### config.mk
export PLATFORM = sky130hd
export DESIGN_NAME = output_forward
export DESIGN_NICKNAME = d
export VERILOG_FILES = /design/src/rtl/nn_pkg.sv /design/src/rtl/weight_bank.sv /design/src/rtl/output_forward.sv
export SDC_FILE = /design/constraint.sdc
export NUM_CORES = 1
export LEC_CHECK = 0
export ABC_AREA = 1
export BUFFER_PORTS_ARGS = -buffer_cell sky130_fd_sc_hd__buf_4
export CORE_ASPECT_RATIO = 0.6
export CORE_MARGIN = 1
export CORE_UTILIZATION = 45
export CTS_BUF_LIST = sky130_fd_sc_hd__clkbuf_8
export DETAILED_ROUTE_END_ITERATION = 12
export PLACE_DENSITY_LB_ADDON = 0.2
export RECOVER_POWER = 25
export REMOVE_ABC_BUFFERS = 1
export SYNTH_ARGS = -nofsm -noshare
export SYNTH_HDL_FRONTEND = slang
export SYNTH_SLANG_ARGS = --single-unit
### constraint.sdc
create_clock -name clk_i -period 5.2 [get_ports clk_i]
set_clock_uncertainty 0.05 [all_clocks]
set_input_delay 1.3 -clock clk_i [delete_from_list [all_inputs] [get_ports clk_i]]
set_output_delay 1.3 -clock clk_i [all_outputs]
set_load 0.01 [all_outputs]
### src/rtl/nn_pkg.sv
// Shared definitions for the neural-network datapath stages.
// Holds default operand widths, the forward-pass FSM state encoding and the
// unsigned saturating adder used by the accumulators.
package nn_pkg;

  localparam int HW    = 10;  // hidden activation width
  localparam int WW    = 8;   // weight width
  localparam int ACC_W = 19;  // accumulator / output width

  typedef enum logic [1:0] {
    IDLE = 2'd0,
    MAC  = 2'd1,
    DONE = 2'd2
  } state_e;

  // Unsigned add clamped to 2^w-1. Callers keep both operands below 2^w
  // (w < 63), so the 64-bit sum itself can never wrap.
  function automatic logic [63:0] sat_add(input logic [63:0] a,
                                          input logic [63:0] b,
                                          input int unsigned w);
    logic [63:0] max_v;
    logic [63:0] s;
    max_v = (64'd1 << w) - 64'd1;
    s     = a + b;
    return (s > max_v) ? max_v : s;
  endfunction

endpackage

### src/rtl/weight_bank.sv
// Output-neuron weight register bank.
// Ports: clk_i/rst_i (async active-low), clr_i sync clear to W_INIT (wins over
// a write), one write port (wr_*), two combinational read ports (rd0_*, rd1_*).
module weight_bank #(
  parameter int              N      = 2,
  parameter int              WW     = 8,
  parameter int              IW     = 1,
  parameter logic [WW-1:0]   W_INIT = '0
) (
  input  logic          clk_i,
  input  logic          rst_i,
  input  logic          clr_i,
  input  logic          wr_en_i,
  input  logic [IW-1:0] wr_idx_i,
  input  logic [WW-1:0] wr_data_i,
  input  logic [IW-1:0] rd0_idx_i,
  output logic [WW-1:0] rd0_o,
  input  logic [IW-1:0] rd1_idx_i,
  output logic [WW-1:0] rd1_o
);

  logic [WW-1:0] w_q [N];
  logic [WW-1:0] w_d [N];

  always_comb begin
    for (int i = 0; i < N; i++) begin
      w_d[i] = w_q[i];
      if (clr_i) begin
        w_d[i] = W_INIT;
      end else if (wr_en_i && (int'(wr_idx_i) == i)) begin
        w_d[i] = wr_data_i;
      end
    end
  end

  always_ff @(posedge clk_i or negedge rst_i) begin
    if (!rst_i) begin
      for (int i = 0; i < N; i++) w_q[i] <= W_INIT;
    end else begin
      for (int i = 0; i < N; i++) w_q[i] <= w_d[i];
    end
  end

  // Reads see the registered contents only, so a read of an index being
  // written this cycle returns the old value. Out-of-range indices (N not a
  // power of two) read as W_INIT.
  assign rd0_o = (int'(rd0_idx_i) < N) ? w_q[rd0_idx_i] : W_INIT;
  assign rd1_o = (int'(rd1_idx_i) < N) ? w_q[rd1_idx_i] : W_INIT;

endmodule

### src/rtl/output_forward.sv
// Output-layer forward pass: sequential saturating MAC of hidden activations
// against the weight bank; result registered on final_o with a done_o pulse.
// Ports: start_i/busy_o/done_o handshake, hid_idx_o/hidden_val_i activation
// fetch, w_wr_* + zero_weight_reset_i bank update, w_rd_o bank read-back.
module output_forward #(
  parameter int                  N_HIDDEN = 2,
  parameter int                  HW       = nn_pkg::HW,
  parameter int                  WW       = nn_pkg::WW,
  parameter int                  ACC_W    = nn_pkg::ACC_W,
  parameter logic [WW-1:0]       W_INIT   = '0,
  localparam int                 IW       = (N_HIDDEN > 1) ? $clog2(N_HIDDEN) : 1
) (
  input  logic             clk_i,
  input  logic             rst_i,
  input  logic             start_i,
  output logic [IW-1:0]    hid_idx_o,
  input  logic [HW-1:0]    hidden_val_i,
  input  logic             w_wr_en_i,
  input  logic [IW-1:0]    w_wr_idx_i,
  input  logic [WW-1:0]    w_wr_data_i,
  output logic [WW-1:0]    w_rd_o,
  input  logic             zero_weight_reset_i,
  output logic [ACC_W-1:0] final_o,
  output logic             busy_o,
  output logic             done_o
);

  import nn_pkg::*;

  state_e           state_q, state_d;
  logic [IW-1:0]    idx_q, idx_d;
  logic [ACC_W-1:0] acc_q, acc_d;
  logic [ACC_W-1:0] final_q, final_d;
  logic             done_q, done_d;
  logic             busy_q, busy_d;

  logic [WW-1:0]    w_mac;
  logic [HW+WW-1:0] prod;
  logic [ACC_W-1:0] mac_sum;

  weight_bank #(
    .N      (N_HIDDEN),
    .WW     (WW),
    .IW     (IW),
    .W_INIT (W_INIT)
  ) u_bank (
    .clk_i     (clk_i),
    .rst_i     (rst_i),
    .clr_i     (zero_weight_reset_i),
    .wr_en_i   (w_wr_en_i),
    .wr_idx_i  (w_wr_idx_i),
    .wr_data_i (w_wr_data_i),
    .rd0_idx_i (hid_idx_o),
    .rd0_o     (w_mac),
    .rd1_idx_i (w_wr_idx_i),
    .rd1_o     (w_rd_o)
  );

  assign prod    = (HW+WW)'(hidden_val_i) * (HW+WW)'(w_mac);
  assign mac_sum = ACC_W'(sat_add(64'(acc_q), 64'(prod), ACC_W));

  always_comb begin
    state_d = state_q;
    idx_d   = idx_q;
    acc_d   = acc_q;
    final_d = final_q;
    done_d  = 1'b0;
    busy_d  = busy_q;
    case (state_q)
      IDLE: begin
        busy_d = 1'b0;
        if (start_i) begin
          acc_d   = '0;
          idx_d   = '0;
          busy_d  = 1'b1;
          state_d = MAC;
        end
      end
      MAC: begin
        acc_d  = mac_sum;
        busy_d = 1'b1;
        if (idx_q == IW'(N_HIDDEN - 1)) begin
          // Load final_o on the last MAC edge so it is already valid in the
          // DONE cycle alongside the done_o pulse.
          final_d = mac_sum;
          done_d  = 1'b1;
          idx_d   = '0;
          state_d = DONE;
        end else begin
          idx_d = idx_q + IW'(1);
        end
      end
      DONE: begin
        busy_d  = 1'b0;
        state_d = IDLE;
      end
      default: begin
        busy_d  = 1'b0;
        idx_d   = '0;
        state_d = IDLE;
      end
    endcase
  end

  always_ff @(posedge clk_i or negedge rst_i) begin
    if (!rst_i) begin
      state_q <= IDLE;
      idx_q   <= '0;
      acc_q   <= '0;
      final_q <= '0;
      done_q  <= 1'b0;
      busy_q  <= 1'b0;
    end else begin
      state_q <= state_d;
      idx_q   <= idx_d;
      acc_q   <= acc_d;
      final_q <= final_d;
      done_q  <= done_d;
      busy_q  <= busy_d;
    end
  end

  assign hid_idx_o = (state_q == MAC) ? idx_q : '0;
  assign final_o   = final_q;
  assign done_o    = done_q;
  assign busy_o    = busy_q;

endmodule

==> results.md <==
Cells and area:
- Once layout is done, the placed cells without fillers occupy 0.00791 mm^2.
- The end-of-flow core utilization is 0.616.
- The number of antenna diodes is 0.
- The area growth from synthesis to layout is 33.4%.
- The number of fillers in the final layout is 1,183.
- The final cell count without fillers is 1,124.
- The share of layout cells above drive strength 1 is 0.310.
- The number of nets in the layout is 1,079.

Floorplan:
- From bottom edge to top edge, the die measures 90.9 um.
- The die covers 0.0137 mm^2.
- The initial utilization of the core area, before any placement, comes to 0.461.
- The floorplan has 32 rows.
- The width of the chip is 150 um.
- The number of top-level pins is 54.
- The floorplan step defined a core boundary enclosing 0.0129 mm^2.

Timing:
- The shortest period the worst path allows is 5.06 ns.
- Setup violations remaining at the end of the flow were counted as 0.
- Setup repair after global routing could not meet its margin everywhere.
- The final critical-path share of the clock period is 0.972.
- The worst pin sits at a relative slew slack of 0.345.
- The count of pins over their slew limit is 0.
- Hold is met by 0.430 ns.
- The hold violation count in the final report is 0.
- For the pin with the worst max-slew slack, the measured transition is 0.973 ns.
- Derived from the worst setup path, the maximum achievable clock frequency is 198 MHz.

Logic synthesis:
- After synthesis the netlist holds a flip-flop and latch count of 59.
- After synthesis, the share of flip-flops with an asynchronous set or reset is 1.00.
- Synthesis produced a netlist whose cell count is 807.
- The area share of fa/ha/maj cells after synthesis is 0.305.
- The post-synthesis compound-gate area fraction is 0.0319.
- The average instance in the mapped netlist occupies 7.35 um^2.
- The commonest cells after synthesis are 288 x sky130_fd_sc_hd__nand2_1, 195 x sky130_fd_sc_hd__inv_1, 69 x sky130_fd_sc_hd__nor2_1, 64 x sky130_fd_sc_hd__fa_1, 59 x sky130_fd_sc_hd__dfrtp_1.
- Yosys mapped a number of flops with a built-in enable equal to 0.
- The library cell occupying the most area in the post-synthesis netlist is sky130_fd_sc_hd__dfrtp_1.
- By area the synthesized netlist is led by sky130_fd_sc_hd__dfrtp_1 25%, sky130_fd_sc_hd__fa_1 22%, sky130_fd_sc_hd__nand2_1 18%.
- Among all cell types in the netlist, the one instantiated most often is sky130_fd_sc_hd__nand2_1.
- In this run the cell area of the synthesized design comes to 0.00593 mm^2.
- The parity-gate share of the synthesized area counting xor and xnor cells is 0.0103.
- Yosys printed 0 warnings.
- The synthesized netlist contains 28 unique library cells.
- Of the post-synthesis cell area, the dominant cell type holds 0.249.
- The share of the Yosys chip area taken by registers is 0.249.
- By area, the combinational part of the netlist is dominated by adder cells.
- After synthesis, the share of cell area in mux cells is 0.0152.
- The post-synthesis share of cell area spent on and, or, nand and nor gates is 0.250.
- Among all flip-flop cells after synthesis, the most frequent one is sky130_fd_sc_hd__dfrtp_1.

Detailed routing:
- The met1 wire length is 8.59 mm.
- The total iterations of the first detailed-routing run is 5.
- The met2 layer wire length in the routed design is 6.25 mm.
- Wires add up to 16.1 mm.
- After detailed routing, no signal wire sits above met4.
- The count of nets left with antenna violations once routing finished came out at 0.
- In the routed layout, each cell is associated on average with a via count of 4.68.
- The starting DRC count in detailed routing is 250.
- In the final routed layout, each cell accounts on average for 14.3 um.
- Wire segments on met3 add up to 1.14 mm in the final route.
- The number of design rule violations left after detail routing is 0.
- Across all layers, the routed design uses 5,258 vias.

Setup path:
- Data on the critical path is required at its endpoint by 5.45 ns.
- The critical path start-end classification is flop to flop.
- The cell that appears most often on the critical path is sky130_fd_sc_hd__nand2_1.
- The buffers plus inverters on the worst setup path is 8.
- Data on the critical path arrives at its endpoint at 5.30 ns.
- The critical path's slowest cell is sky130_fd_sc_hd__fa_1.
- The worst setup path is launched from a flop.
- The stage delay of the slowest cell on the critical path is 0.54 ns.
- The critical-path maximum fanout is 6.
- The largest delay contributor family on the critical path is adder cells.
- The nature of the critical path endpoint is a flop.
- The worst-case register-to-register setup slack is 0.14 ns.

Global route:
- The number of antenna violations at the first check in global routing came to 0.
- The maximum number of pins on one net before global-route repair is 60.
- The via count of the first global-routing pass was 4,984.
- The all-layer global routing usage is 0.243.
- The first global-routing pass estimated 25.4 mm of wire.
- Global routing finished with a remaining overflow of 0.

Clocking:
- For the worst-skew pair, the clock arrives at the later sink with an insertion delay of 0.35 ns.
- The clock-pin transition on the worst setup and hold timing paths is 0.09 ns.
- Counting every sink on the clock net gives 59.
- The maximum clock insertion buffer count is 2.
- The quantity of hold-fixing buffers added after cts is 0.
- The deepest level of the CTS H-tree is 3.
- The library cell used as clock root buffer is sky130_fd_sc_hd__clkbuf_8.
- The number of clock buffers inserted by TritonCTS is 9.
- The clock tree from TritonCTS is done.

Placement:
- After detailed placement, the total cell area comes to 0.00702 mm^2.
- Once detailed placement completed, the half-perimeter wirelength came to 11.9 mm.
- The number of cells after detailed placement is 1,089.
- The number of I/O port buffers is 53.
- Routability-driven placement finished with a final weighted congestion of 0.939.

Hold path:
- The class of the tightest hold or removal check is flop to flop.

Outcome:
- The run finished with clean final reports.

Job:
- The max-cap check violation count is 0.
## routing by layer
layer / up-vias / global-route usage
li1: 2614 / -
met4: 0 / 0.0421
met1: 2477 / 0.420
met3: 9 / 0.0505
met2: 158 / 0.297
met5: - / 0
## per-stage QoR
step                setup slack [ns]  TNS [ns]
floorplan                     -0.385    -14.57
global placement              -0.256     -8.77
detailed placement            -0.292     -9.46
CTS                          0.00580         0
global route                  -0.110     -2.09
finish                         0.144         0
## worst paths after layout
| path | depth (start not counted) | start | to |
|---|---|---|---|
| setup / recovery | 28 | state_q[1] | acc_q[18] |
| setup reg to reg | 28 | state_q[1] | acc_q[18] |
| hold reg to reg | 2 | acc_q[5] | acc_q[5] |
| max in group asynchronous | 1 | rst_i | u_bank.w_q[2] |
| hold / removal | 2 | acc_q[5] | acc_q[5] |
| min in group asynchronous | 1 | rst_i | acc_q[16] |
## logic make-up (layout without fill, tap and decap cells)
logic type / Yosys count / after routing
xor gates and xnor gates: 7 / 7
buffers and inverters: 211 / 358
and+or+nand+nor: 381 / 381
adders and majority gates: 106 / 106
muxes: 8 / 8
AOI/OAI and AO/OA: 35 / 35
DFF: 59 / 59
## final cells by class
class	instances	area (um^2)	area share
clock inverters	7	76.3	0.00965
repair buffers	143	1150	0.146
well taps	170	213	0.0269
multi-input cells	537	4100	0.519
repair inverters	1	6.26	0.000791
inverters	198	758	0.0958
clock buffers	9	124	0.0157
flip-flops and latches	59	1480	0.187
## cells in the final DEF, fill, tap and decap left out, drive strengths merged
master	count
a21oi	8
and2	2
buf	142
bufinv	1
clkbuf	10
clkinv	4
clkinvlp	4
dfrtp	59
fa	64
ha	42
inv	197
mux2	8
nand2	290
nand3	8
nand3b	6
nand4	1
nor2	70
nor3	2
o21ai	25
o22ai	2
or2	2
xnor2	4
xor2	3
## flip-flops by register name (all words and copies together), names as in the netlist
signal / flops
acc_q: 19
final_o: 19
u_bank.w_q: 16
state_q: 2
busy_o: 1
done_o: 1
idx_q: 1
## worst min-delay path, stage by stage, from the launching register on
cell,delay [ns]
sky130_fd_sc_hd__dfrtp_1,0.35
sky130_fd_sc_hd__nand2_1,0.06
sky130_fd_sc_hd__nand2_1,0.05
## repair_timing
item                       CTS  global route
gates resized for setup      1           155
setup endpoints to repair   30            38
gates cloned                 0             2
setup buffers                0            17
pin swaps                    0            85
Power is left out: the tool's default activity adds up to more than one toggle a clock period on the data nets, which glitch-free logic cannot reach.
